[src/rtl/rx_byte_framer_pkg.sv]
`default_nettype none
// ============================================================================
// Module   : rx_framer_pkg
// Brief    : Shared types and defaults for the USB RX byte framer.
// Revision : 1.0
// ============================================================================
package rx_framer_pkg;

  typedef enum logic [0:0] {
    HUNT = 1'b0,
    DATA = 1'b1
  } state_t;

  localparam logic [7:0] USB_SYNC_RX = 8'h80;
  localparam int         DATA_W_DEF  = 8;
  localparam int         CNT_W_DEF   = 7;

  // Width of the in-byte bit counter; never narrower than one bit.
  function automatic int bit_cnt_width(input int data_w);
    return (data_w < 2) ? 1 : $clog2(data_w);
  endfunction

endpackage
`default_nettype wire

[src/rtl/rx_byte_framer_if.sv]
`default_nettype none
// ============================================================================
// Module   : rx_byte_framer_if
// Brief    : Bit-stream input and byte output bundle of the RX byte framer.
// Revision : 1.0
// ============================================================================
interface rx_byte_framer_if import rx_framer_pkg::*; #(
  parameter int DATA_W = DATA_W_DEF,
  parameter int CNT_W  = CNT_W_DEF
);

  logic              shift_strobe;
  logic              serial_in;
  logic              eop;
  logic              clear;
  logic [DATA_W-1:0] rx_data;
  logic              byte_valid;
  logic              sync_detected;
  logic              in_packet;
  logic              byte_err;
  logic [CNT_W-1:0]  byte_count;

  modport master (
    output shift_strobe, serial_in, eop, clear,
    input  rx_data, byte_valid, sync_detected, in_packet, byte_err, byte_count
  );

  modport slave (
    input  shift_strobe, serial_in, eop, clear,
    output rx_data, byte_valid, sync_detected, in_packet, byte_err, byte_count
  );

endinterface
`default_nettype wire

[src/rtl/rx_byte_framer_stp_sr.sv]
`default_nettype none
// ============================================================================
// Module   : flex_stp_sr
// Brief    : Serial-to-parallel shift register with synchronous clear.
// Revision : 1.0
// ============================================================================
module flex_stp_sr #(
  parameter int NUM_BITS  = 8,
  parameter bit SHIFT_MSB = 1'b0
) (
  input  wire logic                clk,
  input  wire logic                n_rst,
  input  wire logic                shift_enable,
  input  wire logic                sync_clear,
  input  wire logic                serial_in,
  output logic      [NUM_BITS-1:0] next_out
);

  logic [NUM_BITS-1:0] sr_q;
  logic [NUM_BITS-1:0] sr_d;

  // next_out is the post-shift view so callers can act in the strobe cycle.
  generate
    if (SHIFT_MSB) begin : g_shift_msb
      assign next_out = {sr_q[NUM_BITS-2:0], serial_in};
    end else begin : g_shift_lsb
      assign next_out = {serial_in, sr_q[NUM_BITS-1:1]};
    end
  endgenerate

  always_comb begin
    sr_d = sr_q;
    if (sync_clear) begin
      sr_d = '0;
    end else if (shift_enable) begin
      sr_d = next_out;
    end
  end

  always_ff @(posedge clk or negedge n_rst) begin
    if (!n_rst) begin
      sr_q <= '0;
    end else begin
      sr_q <= sr_d;
    end
  end

endmodule
`default_nettype wire

[src/rtl/rx_byte_framer.sv]
`default_nettype none
// ============================================================================
// Module   : rx_byte_framer
// Brief    : Hunts for SYNC, then frames DATA_W-bit bytes from the RX stream.
// Revision : 1.0
// ============================================================================
module rx_byte_framer import rx_framer_pkg::*; #(
  parameter int                DATA_W       = DATA_W_DEF,
  parameter logic [DATA_W-1:0] SYNC_PATTERN = DATA_W'(USB_SYNC_RX),
  parameter bit                LSB_FIRST    = 1'b1,
  parameter int                CNT_W        = CNT_W_DEF
) (
  input wire logic        clk,
  input wire logic        n_rst,
  rx_byte_framer_if.slave bus
);

  localparam int                     BIT_CNT_W = bit_cnt_width(DATA_W);
  localparam logic [BIT_CNT_W-1:0]   LAST_BIT  = BIT_CNT_W'(DATA_W - 1);
  localparam logic [CNT_W-1:0]       COUNT_MAX = '1;

  state_t                 state_q, state_d;
  logic [BIT_CNT_W-1:0]   bit_cnt_q, bit_cnt_d;
  logic [DATA_W-1:0]      rx_data_q, rx_data_d;
  logic [CNT_W-1:0]       byte_count_q, byte_count_d;
  logic                   byte_valid_q, byte_valid_d;
  logic                   sync_detected_q, sync_detected_d;
  logic                   byte_err_q, byte_err_d;
  logic                   in_packet_q, in_packet_d;

  logic                   sr_shift;
  logic                   sr_clear;
  logic [DATA_W-1:0]      sr_next;

  flex_stp_sr #(
    .NUM_BITS  (DATA_W),
    .SHIFT_MSB (!LSB_FIRST)
  ) u_shift_core (
    .clk          (clk),
    .n_rst        (n_rst),
    .shift_enable (sr_shift),
    .sync_clear   (sr_clear),
    .serial_in    (bus.serial_in),
    .next_out     (sr_next)
  );

  always_ff @(posedge clk or negedge n_rst) begin
    if (!n_rst) begin
      state_q         <= HUNT;
      bit_cnt_q       <= '0;
      rx_data_q       <= '0;
      byte_count_q    <= '0;
      byte_valid_q    <= 1'b0;
      sync_detected_q <= 1'b0;
      byte_err_q      <= 1'b0;
      in_packet_q     <= 1'b0;
    end else begin
      state_q         <= state_d;
      bit_cnt_q       <= bit_cnt_d;
      rx_data_q       <= rx_data_d;
      byte_count_q    <= byte_count_d;
      byte_valid_q    <= byte_valid_d;
      sync_detected_q <= sync_detected_d;
      byte_err_q      <= byte_err_d;
      in_packet_q     <= in_packet_d;
    end
  end

  // Priority: clear, then eop (DATA only), then the strobe; a dropped bit never shifts.
  always_comb begin
    state_d         = state_q;
    bit_cnt_d       = bit_cnt_q;
    rx_data_d       = rx_data_q;
    byte_count_d    = byte_count_q;
    byte_valid_d    = 1'b0;
    sync_detected_d = 1'b0;
    byte_err_d      = 1'b0;
    sr_shift        = 1'b0;
    sr_clear        = 1'b0;

    if (bus.clear) begin
      state_d   = HUNT;
      bit_cnt_d = '0;
      sr_clear  = 1'b1;
    end else if ((state_q == DATA) && bus.eop) begin
      state_d    = HUNT;
      bit_cnt_d  = '0;
      sr_clear   = 1'b1;
      byte_err_d = (bit_cnt_q != '0);
    end else if (bus.shift_strobe) begin
      sr_shift = 1'b1;
      case (state_q)
        HUNT: begin
          if (sr_next == SYNC_PATTERN) begin
            state_d         = DATA;
            bit_cnt_d       = '0;
            byte_count_d    = '0;
            sync_detected_d = 1'b1;
          end
        end
        DATA: begin
          if (bit_cnt_q == LAST_BIT) begin
            bit_cnt_d    = '0;
            rx_data_d    = sr_next;
            byte_valid_d = 1'b1;
            if (byte_count_q != COUNT_MAX) begin
              byte_count_d = byte_count_q + 1'b1;
            end
          end else begin
            bit_cnt_d = bit_cnt_q + 1'b1;
          end
        end
        default: begin
          state_d = HUNT;
        end
      endcase
    end

    in_packet_d = (state_d == DATA);
  end

  assign bus.rx_data       = rx_data_q;
  assign bus.byte_valid    = byte_valid_q;
  assign bus.sync_detected = sync_detected_q;
  assign bus.in_packet     = in_packet_q;
  assign bus.byte_err      = byte_err_q;
  assign bus.byte_count    = byte_count_q;

endmodule
`default_nettype wire

[src/flat_wrapper.sv]
// flat-port wrapper written by rule: the top's interface ports become plain ports
module rx_byte_framer_flat import rx_framer_pkg::*;
#(
  parameter int                DATA_W       = DATA_W_DEF,
  parameter logic [DATA_W-1:0] SYNC_PATTERN = DATA_W'(USB_SYNC_RX),
  parameter bit                LSB_FIRST    = 1'b1,
  parameter int                CNT_W        = CNT_W_DEF
)
  (clk, n_rst, bus_shift_strobe, bus_serial_in, bus_eop, bus_clear, bus_rx_data, bus_byte_valid, bus_sync_detected, bus_in_packet, bus_byte_err, bus_byte_count);
  rx_byte_framer_if #(.DATA_W(DATA_W), .CNT_W(CNT_W)) bus_i ();
  input wire logic clk;
  input wire logic n_rst;
  input wire logic [$bits(bus_i.shift_strobe)-1:0] bus_shift_strobe;
  input wire logic [$bits(bus_i.serial_in)-1:0] bus_serial_in;
  input wire logic [$bits(bus_i.eop)-1:0] bus_eop;
  input wire logic [$bits(bus_i.clear)-1:0] bus_clear;
  output wire logic [$bits(bus_i.rx_data)-1:0] bus_rx_data;
  output wire logic [$bits(bus_i.byte_valid)-1:0] bus_byte_valid;
  output wire logic [$bits(bus_i.sync_detected)-1:0] bus_sync_detected;
  output wire logic [$bits(bus_i.in_packet)-1:0] bus_in_packet;
  output wire logic [$bits(bus_i.byte_err)-1:0] bus_byte_err;
  output wire logic [$bits(bus_i.byte_count)-1:0] bus_byte_count;
  assign bus_i.shift_strobe = bus_shift_strobe;
  assign bus_i.serial_in = bus_serial_in;
  assign bus_i.eop = bus_eop;
  assign bus_i.clear = bus_clear;
  assign bus_rx_data = bus_i.rx_data;
  assign bus_byte_valid = bus_i.byte_valid;
  assign bus_sync_detected = bus_i.sync_detected;
  assign bus_in_packet = bus_i.in_packet;
  assign bus_byte_err = bus_i.byte_err;
  assign bus_byte_count = bus_i.byte_count;
  rx_byte_framer #(.DATA_W(DATA_W), .SYNC_PATTERN(SYNC_PATTERN), .LSB_FIRST(LSB_FIRST), .CNT_W(CNT_W)) u_core (.clk(clk), .n_rst(n_rst), .bus(bus_i));
endmodule
[config.mk]
export PLATFORM = sky130hd
export DESIGN_NAME = rx_byte_framer_flat
export DESIGN_NICKNAME = d
export VERILOG_FILES = /design/src/rtl/rx_byte_framer_pkg.sv /design/src/rtl/rx_byte_framer_if.sv /design/src/rtl/rx_byte_framer_stp_sr.sv /design/src/rtl/rx_byte_framer.sv /design/src/flat_wrapper.sv
export SDC_FILE = /design/constraint.sdc
export NUM_CORES = 1
export LEC_CHECK = 0
export BUFFER_PORTS_ARGS = -buffer_cell sky130_fd_sc_hd__buf_2
export CAP_MARGIN = 20
export CORE_ASPECT_RATIO = 0.8
export CORE_MARGIN = 10
export CORE_UTILIZATION = 59
export DETAILED_ROUTE_END_ITERATION = 12
export PLACE_DENSITY = 0.84
export SKIP_CTS_REPAIR_TIMING = 1
export SYNTH_ARGS = -nofsm -noshare
export SYNTH_HDL_FRONTEND = slang
export SYNTH_HIERARCHICAL = 1
export SYNTH_SLANG_ARGS = --single-unit
[constraint.sdc]
create_clock -name clk -period 4.36 [get_ports clk]
set_input_delay 0.218 -clock clk [delete_from_list [all_inputs] [get_ports clk]]
set_output_delay 0.218 -clock clk [all_outputs]
set_load 0.005 [all_outputs]
## Word level (Yosys, flattened, before mapping)

Cells that the tools add are included.

| storage, ports and cells | value |
|---|---|
| output and inout bits | 19 |
| bits in registers | 30 |
| input bits | 6 |
| bits in latches | 0 |
| ROM bits | 0 |
| memories | 0 |
| RAM bits | 0 |

| cells by class | value |
|---|---|
| magnitude comparators | 0 |
| divide/modulo/power cells | 0 |
| reductions and logical operators | 7 |
| bitwise logic cells | 3 |
| multiplexer cells | 33 |
| shift operators | 0 |
| multipliers | 0 |
| equal/unequal tests | 7 |
| add/subtract/negate cells | 2 |

Operators by type and width:

| cell | number |
|---|---|
| $mux 1 | 21 |
| $mux 7 | 3 |
| $mux 8 | 2 |
| $mux 3 | 5 |
| $pmux 7 s2 | 1 |
| $eq 8x8->1 const B | 1 |
| $add 7x1->7 const B | 1 |
| $ne 7x7->1 const B | 1 |
| $pmux 3 s2 | 1 |
| $reduce_and 6->1 | 1 |
| $reduce_bool 3->1 | 2 |
| $reduce_and 5->1 | 1 |
| $ne 2x2->1 const B | 2 |
| $ne 4x2->1 const B | 1 |
| $add 3x1->3 const B | 1 |
| $eq 3x3->1 const B | 1 |
| $not 1->1 | 3 |
| $ne 2x1->1 const B | 1 |
| $reduce_and 2->1 | 1 |
| $reduce_bool 2->1 | 1 |
| $logic_and 1x1->1 | 1 |

## Logic depth before layout (Yosys ltp)

Gate-level depths: netlist of run 1.

| logic depth | value |
|---|---|
| depth after elaboration | 6 |
| mapped depth | 6 |
| gate-level depth less buffers | 6 |

## Cells and area by module

The synthesis of run 1 kept the hierarchy.

Modules (own cells, without submodules):

| module | times used | area an instance (µm²) | cells each |
|---|---|---|---|
| rx_byte_framer | 1 | 1166.1 | 114 |
| flex_stp_sr | 1 | 290.3 | 23 |

## Worst setup path after synthesis of run 1

Ideal clock, no wire load.

| path | value |
|---|---|
| path type | reg2reg |
| start point | register u_core.byte_count_q[0], in the netlist u_core/bus.byte_count[0] |
| end point | register u_core.byte_count_q[0], in the netlist u_core/bus.byte_count[0] |
| setup time | 125 ps |
| clock period less this slack | 1720 ps |
| required time | 4235 ps |
| setup slack | 2640 ps |
| buffers on the path | 1 |
| data arrival time | 1595 ps |
| cell stages (with the launch flop) | 7 |
| cells stage by stage | dfrtp_1 ha_1 and3_1 and4_4 buf_6 o21a_4 mux2_4 |

| on the way | value |
|---|---|
| cells in the longest elaborated chain, start to end | 4 |
| elaborated cells between the ends (all ways) | 7 |

Ends and longest elaborated chain:

| element | line | source |
|---|---|---|
| from (decl) | rx_byte_framer.sv:25 | `logic [CNT_W-1:0] byte_count_q, byte_count_d;` |
| from (signal assigned) | rx_byte_framer.sv:61 | `byte_count_q <= byte_count_d;` |
| $add 7x1->7 | rx_byte_framer.sv:107 | `byte_count_d = byte_count_q + 1'b1;` |
| $mux 7 | rx_byte_framer.sv:106 | `if (byte_count_q != COUNT_MAX) begin` |
| $mux 7 | rx_byte_framer.sv:102 | `if (bit_cnt_q == LAST_BIT) begin` |
| $pmux 7 s2 | rx_byte_framer.sv:92 | `case (state_q)` |

Parallel ways exist; a longest one is shown, timed or not. The select of a mux whose other input is x is not followed.
A chain may end at the register's enable or synchronous reset.

==> summary.txt, run 1 <==
Initial Util: 60.63%
Final setup viols: 0
Post-Syn Area: 1456 um^2
gr usage total: 12.75%
count leader, synth: nand2_1
RSZ-0062 raised after global routing: false
area added between synthesis and finish: 15.29%
Worst Setup End Kind: flop
Power Dens Cells: 404.0 nW/um^2
worst-path fanout max: 21
diode count: 0
Via density: 5.644
Area after DPL: 1567 um^2
slew margin rel.: 59.04%
CP cell instances: nor3b_2 -> nand3_2 -> o21a_4 -> mux2_4
final hold slack: 0.1285 ns
vias: 1078
CTS root buffer: clkbuf_4
share of cells above drive strength 1: 26.22%
core box area: 2402 um^2
Comb pwr share: 13.1%
Post-DP HPWL: 2.049 mm
main flop type after synthesis: dfrtp_1
I/O pins: 25
top cells by count, synth: 30 x nand2_1, 29 x dfrtp_1, 10 x mux2i_1
CTS buffer count: 5
Power Internal: 513.6 uW
CTS Buffer Depth: 2
Clk Latency, worst-skew pair: 0.32 ns
syn_area_per_cell: 10.63 um^2
CTS Sinks: 29
setup total negative slack: 0 ns
Max Slew Vio Count: 0
max frequency: 0.4632 GHz
number of global-route vias before repair: 1041
Sequential Power Share: 47.0%
CTS tree: built
area leader, netlist: dfrtp_1
DR WL/cell: 14.83 um
DRT antenna net count: 0
final RePlAce weighted congestion: 0.8341
VDD IR max: 0.2162 mV
final core occ: 69.90%
slowest stage delay, CP: 0.71 ns
Netlist cell types: 33
Tcrit/Tclk final: 49.52%
total congestion overflow: 0
Syn Nets: 147
final wirelength: 2.833 mm
Req. time, crit path: 4.57 ns
largest cells by area after synthesis: dfrtp_1 50%, nand2_1 7.7%, mux2i_1 6.9%
Clock Skew: 0.008559 ns
Max Cap Viol: 0
largest net degree at the start of global routing: 30
status: complete, no violations
LEAKAGE: 0.8356 nW
iteration-0 DRC count of the detailed router: 91
Worst-path clk slew: 0.09 ns
CP max stage cell: dfrtp_1
Buffers on Ports: 24
synth warn: 6
Crit Path Class: reg2reg
nets@finish: 173
Seq/Total Area, Yosys: 49.83%
post-synth top area share: 49.83%
Net Sw Frac: 24.29%
Switch Pwr: 164.7 uW
Power Total: 678.3 uW
total die area: 4868 um^2
initial antenna violation count: 0
Rows: 16
Post-synth EDFFs: 0
register bit total from synthesis: 29
first-pass GRT wire length: 4.781 mm
final instance area: 1679 um^2
Fin. Hold Viols: 0
crit path launch type: flop
Min-Delay Path Class: in2reg
reg2reg path depth: 4
slew of the pin with the lowest slew margin: 0.6144 ns
arrival time of the worst setup path: 2.36 ns
Post-Synthesis Cells: 137
Die X: 75.55 um
hold depth: 2
ys async rst share: 100.0%
clock power share: 39.9%
DRC: 0
Tmin final: 2.159 ns
Initial DRT Pass Iterations: 4
H-tree Lvls: 2
die height: 64.44 um
[sequential cells by signal, summed over array words and instances, names as in the netlist]
name and cells:
u_core/bit_cnt_q 3, u_core/bus.byte_count 7, u_core/bus.byte_err 1, u_core/bus.byte_valid 1
u_core/bus.in_packet 1, u_core/bus.rx_data 8, u_core/bus.sync_detected 1, u_core/u_shift_core/sr_q 7
[logic make-up (layout without fill, tap and decap cells)]
family                   after synthesis  in the layout  share of synthesized area [%]
flip-flops                            29             29                          49.83
adder cells (fa/ha/maj)                4              4                          3.437
multiplexers                          11             11                          7.904
AND/OR/NAND/NOR                       65             65                          23.71
buffers and inverters                 11             38                          4.295
AO/OA/AOI/OAI                         17             17                          10.82
[power groups by stage]
stage | Clock [mW] | Sequential, mW | Combinational, mW
floorplan | 0 | 0.318 | 0.0558
global placement | 0 | 0.321 | 0.0873
detailed placement | 0 | 0.324 | 0.0891
CTS | 0.275 | 0.319 | 0.0901
global route | 0.290 | 0.325 | 0.0980
finish | 0.271 | 0.319 | 0.0889
[layout by cell type, fill, tap and decap left out, types with 2 or more instances in the layout]
| cell type | count |
|---|---|
| mux2i_1 | 10 |
| o311ai_2 | 3 |
| nand3_1 | 6 |
| bufinv_16 | 2 |
| inv_1 | 4 |
| dfrtp_1 | 29 |
| and3_1 | 2 |
| ha_1 | 4 |
| nand3b_1 | 4 |
| nor2_1 | 9 |
| buf_2 | 24 |
| nand2b_1 | 4 |
| a21oi_1 | 2 |
| o211ai_1 | 7 |
| and2_1 | 2 |
| clkbuf_4 | 5 |
| nand2_1 | 30 |
[worst max-delay path, delay by kind of cell, from the launching register on]
| family | cells | cell delay [ns] |
|---|---|---|
| compound gates | 1 | 0.35 |
| flops | 1 | 0.71 |
| mux | 1 | 0.30 |
| simple gates | 2 | 0.68 |
[cell type report]
class,instances,area (um^2)
clock buffers,5,37.54
clock inverters,3,65.06
fillers,178,723.2
inverters,5,18.77
multi-input cells,97,668.1
flip-flops and latches,29,725.7
well taps,27,33.78
repair buffers,25,130.1
[layer usage]
layer | vias up | part of all wire [%] | GRT usage (%)
met1 | 512 | 45 | 15.73
met5 | - | 0 | 0
li1 | 530 | - | -
met4 | 0 | 0.28 | 3.472
met3 | 2 | 9.4 | 7.306
met2 | 34 | 46 | 18.56
[path summary, 6_finish.rpt]
path                                  startpoint  slack [ns]                       end
setup / recovery            u_core/bus.in_packet        2.20  u_core/bus.byte_count[0]
hold reg to reg            u_core/bus.rx_data[7]        0.49     u_core/bus.rx_data[7]
hold / removal                         bus_clear        0.13       u_core/bus.byte_err
min in group asynchronous                  n_rst        0.43       u_core/bus.byte_err
max in group asynchronous                  n_rst        3.53  u_core/bus.byte_count[5]
setup reg to reg            u_core/bus.in_packet        2.20  u_core/bus.byte_count[0]
[metrics by stage]
step | setup WS, ns | std cells
4_1_cts | 2.197 | 190
3_3_place_gp | 2.313 | 182
3_5_place_dp | 2.227 | 182
2_1_floorplan | 2.640 | 137
6_report | 2.201 | 191
5_1_grt | 2.038 | 191
(Power assumes the default switching activity.)
==> run 2: changes to the inputs <==
CORE_UTILIZATION = 49   (was 59)
PLACE_DENSITY = 0.75   (was 0.84)
clock period = 1.74 ns   (was 4.36 ns; I/O delays follow)
==> run 2 against run 1 <==
  * Combinational power rose to 2.8 times the previous value
  * Clock power rose to 2.7 times the previous value
  * Final cell count up 8.9%
  * Die area up 14%
  * Wire length up 11%
  * Register-to-register slack worse by 2.1 ns
  * Clock skew down 0.00057 ns
  * Power rose to 2.6 times the previous value
  * Setup slack worse by 2.1 ns
  * Sequential share of layout area down 2.1 points
  * Via count up 5.6%
  * Sequential power up 150%
  * Critical endpoint unchanged
  * Largest cell class unchanged
  * Highest routed layer unchanged
==> summary.txt, run 2 (synthesis results as in run 1) <==
CTS Buffer Depth: 2 (unchanged)
multi-input combinational cell area: 676.9 um^2 (was 668.1 um^2)
iteration-0 DRC count of the detailed router: 60 (was 91)
Rows: 17 (was 16)
final core occ: 62.83% (was 69.90%)
Power Dens Cells: 1009 nW/um^2 (was 404.0 nW/um^2)
share of cells above drive strength 1: 29.41% (was 26.22%)
Max Cap Viol: 0 (unchanged)
total die area: 5566 um^2 (was 4868 um^2)
final instance area: 1764 um^2 (was 1679 um^2)
Worst Setup End Kind: flop (unchanged)
worst-path fanout max: 7 (was 21)
max frequency: 0.5960 GHz (was 0.4632 GHz)
Max Slew Vio Count: 0 (unchanged)
reg2reg path depth: 5 (was 4)
final-layout fill cell count: 240 (was 178)
setup total negative slack: 0 ns (unchanged)
vias: 1138 (was 1078)
CTS buffer count: 5 (unchanged)
Clock Skew: 0.007985 ns (was 0.008559 ns)
Req. time, crit path: 1.91 ns (was 4.57 ns)
Die X: 80.96 um (was 75.55 um)
H-tree Lvls: 2 (unchanged)
slew of the pin with the lowest slew margin: 0.6442 ns (was 0.6144 ns)
LEAKAGE: 0.8688 nW (was 0.8356 nW)
final RePlAce weighted congestion: 0.8711 (was 0.8341)
Crit Path Class: reg2reg (unchanged)
DR WL/cell: 15.09 um (was 14.83 um)
area added between synthesis and finish: 21.13% (was 15.29%)
CTS Sinks: 29 (unchanged)
CTS tree: built (unchanged)
CP cell instances: ha_2 -> and3_1 -> and4_4 -> o21a_4 -> mux2_4 (was nor3b_2 -> nand3_2 -> o21a_4 -> mux2_4)
VDD IR max: 0.5443 mV (was 0.2162 mV)
hold path endpoint: u_core/bus.rx_data[7] (was u_core/bus.byte_err)
initial antenna violation count: 0 (unchanged)
gr usage total: 12.80% (was 12.75%)
Initial DRT Pass Iterations: 4 (unchanged)
Tmin final: 1.678 ns (was 2.159 ns)
number of global-route vias before repair: 1165 (was 1041)
DRC: 0 (unchanged)
worst hold start: bus_serial_in (was bus_clear)
r2r setup slk: 0.06 ns (was 2.20 ns)
final hold slack: 0.03016 ns (was 0.1285 ns)
Fin. Hold Viols: 0 (unchanged)
hold depth: 3 (was 2)
r2r endpoint: u_core/bus.byte_count[0] (unchanged)
max FFs per register: 8 (unchanged)
largest net degree at the start of global routing: 30 (unchanged)
Via density: 5.471 (was 5.644)
CP max stage cell: dfrtp_1 (unchanged)
Area after DPL: 1618 um^2 (was 1567 um^2)
status: complete, no violations (unchanged)
Buffers on Ports: 24 (unchanged)
r2r startpoint: u_core/bus.byte_count[0] (was u_core/bus.in_packet)
Min-Delay Path Class: in2reg (unchanged)
Clk Latency, worst-skew pair: 0.29 ns (was 0.32 ns)
slowest stage delay, CP: 0.37 ns (was 0.71 ns)
arrival time of the worst setup path: 1.85 ns (was 2.36 ns)
core box area: 2808 um^2 (was 2402 um^2)
leading cell type in the layout, fill and taps excluded: nand2_1 (unchanged)
I/O pins: 25 (unchanged)
Initial Util: 51.87% (was 60.63%)
total congestion overflow: 0 (unchanged)
first-pass GRT wire length: 5.437 mm (was 4.781 mm)
die height: 68.76 um (was 64.44 um)
Seq. cell area: 725.7 um^2 (unchanged)
Tcrit/Tclk final: 96.43% (was 49.52%)
slew margin rel.: 57.06% (was 59.04%)
crit path launch type: flop (unchanged)
commonest cells after routing, fill and taps aside: 30 x nand2_1, 29 x dfrtp_1, 24 x buf_2 (unchanged)
final wirelength: 3.139 mm (was 2.833 mm)
Worst-path clk slew: 0.07 ns (was 0.09 ns)
nets@finish: 179 (was 173)
Post-DP HPWL: 2.274 mm (was 2.049 mm)
CTS root buffer: clkbuf_8 (was clkbuf_4)
DRT antenna net count: 0 (unchanged)
Final setup viols: 0 (unchanged)
diode count: 0 (unchanged)
## run 2: how the worst max path moves through the flow
| stage | startpoint | end |
|---|---|---|
| final | u_core/bus.byte_count[0] | u_core/bus.byte_count[0] |
| after global routing | u_core/bus.byte_count[0] | u_core/bus.byte_count[0] |
| after CTS | u_core/bus.byte_count[1] | u_core/bus.byte_count[0] |
| after detailed placement | u_core/bus.byte_count[1] | u_core/bus.byte_count[0] |
| after global placement | u_core/bus.byte_count[1] | u_core/bus.byte_count[0] |
| after floorplan | u_core/bus.byte_count[0] | u_core/bus.byte_count[0] |
## run 2: cell type report
type / count / area share (%)
inverters: 5 / 1.064
repair buffers: 31 / 9.929
well taps: 38 / 2.695
flip-flops and latches: 29 / 41.13
multi-input cells: 97 / 38.37
clock inverters: 2 / 2.128
clock buffers: 6 / 4.681
## run 2: through the flow
step                instances  setup slack [ns]  total power [mW]
finish                    208           0.06204             1.780
CTS                       206           0.03556             1.786
global route              208         -0.007299             1.880
global placement          198            0.1155             1.043
detailed placement        198           0.05448             1.052
floorplan                 137           0.02009            0.9356
## run 2: routing by layer
layer | vias to the layer above | GRT usage [%] | routed length (um)
met1 | 567 | 14.62 | 1405
met4 | 0 | 5.172 | 51
met3 | 6 | 6.202 | 199
li1 | 541 | - | -
met2 | 24 | 20.44 | 1484
met5 | - | 0 | 0
## run 2: critical path, delay by kind of cell (launching register included)
| kind | cells | cell delay [ns] |
|---|---|---|
| muxes | 1 | 0.31 |
| and+or+nand+nor | 2 | 0.46 |
| DFF | 1 | 0.37 |
| adders and majority gates | 1 | 0.23 |
| AOI/OAI and AO/OA | 1 | 0.20 |
## run 2: power breakdown
| group | switching (mW) | internal [mW] |
|---|---|---|
| clock network | 0.272 | 0.465 |
| registers | 0.0720 | 0.723 |
| logic | 0.117 | 0.132 |
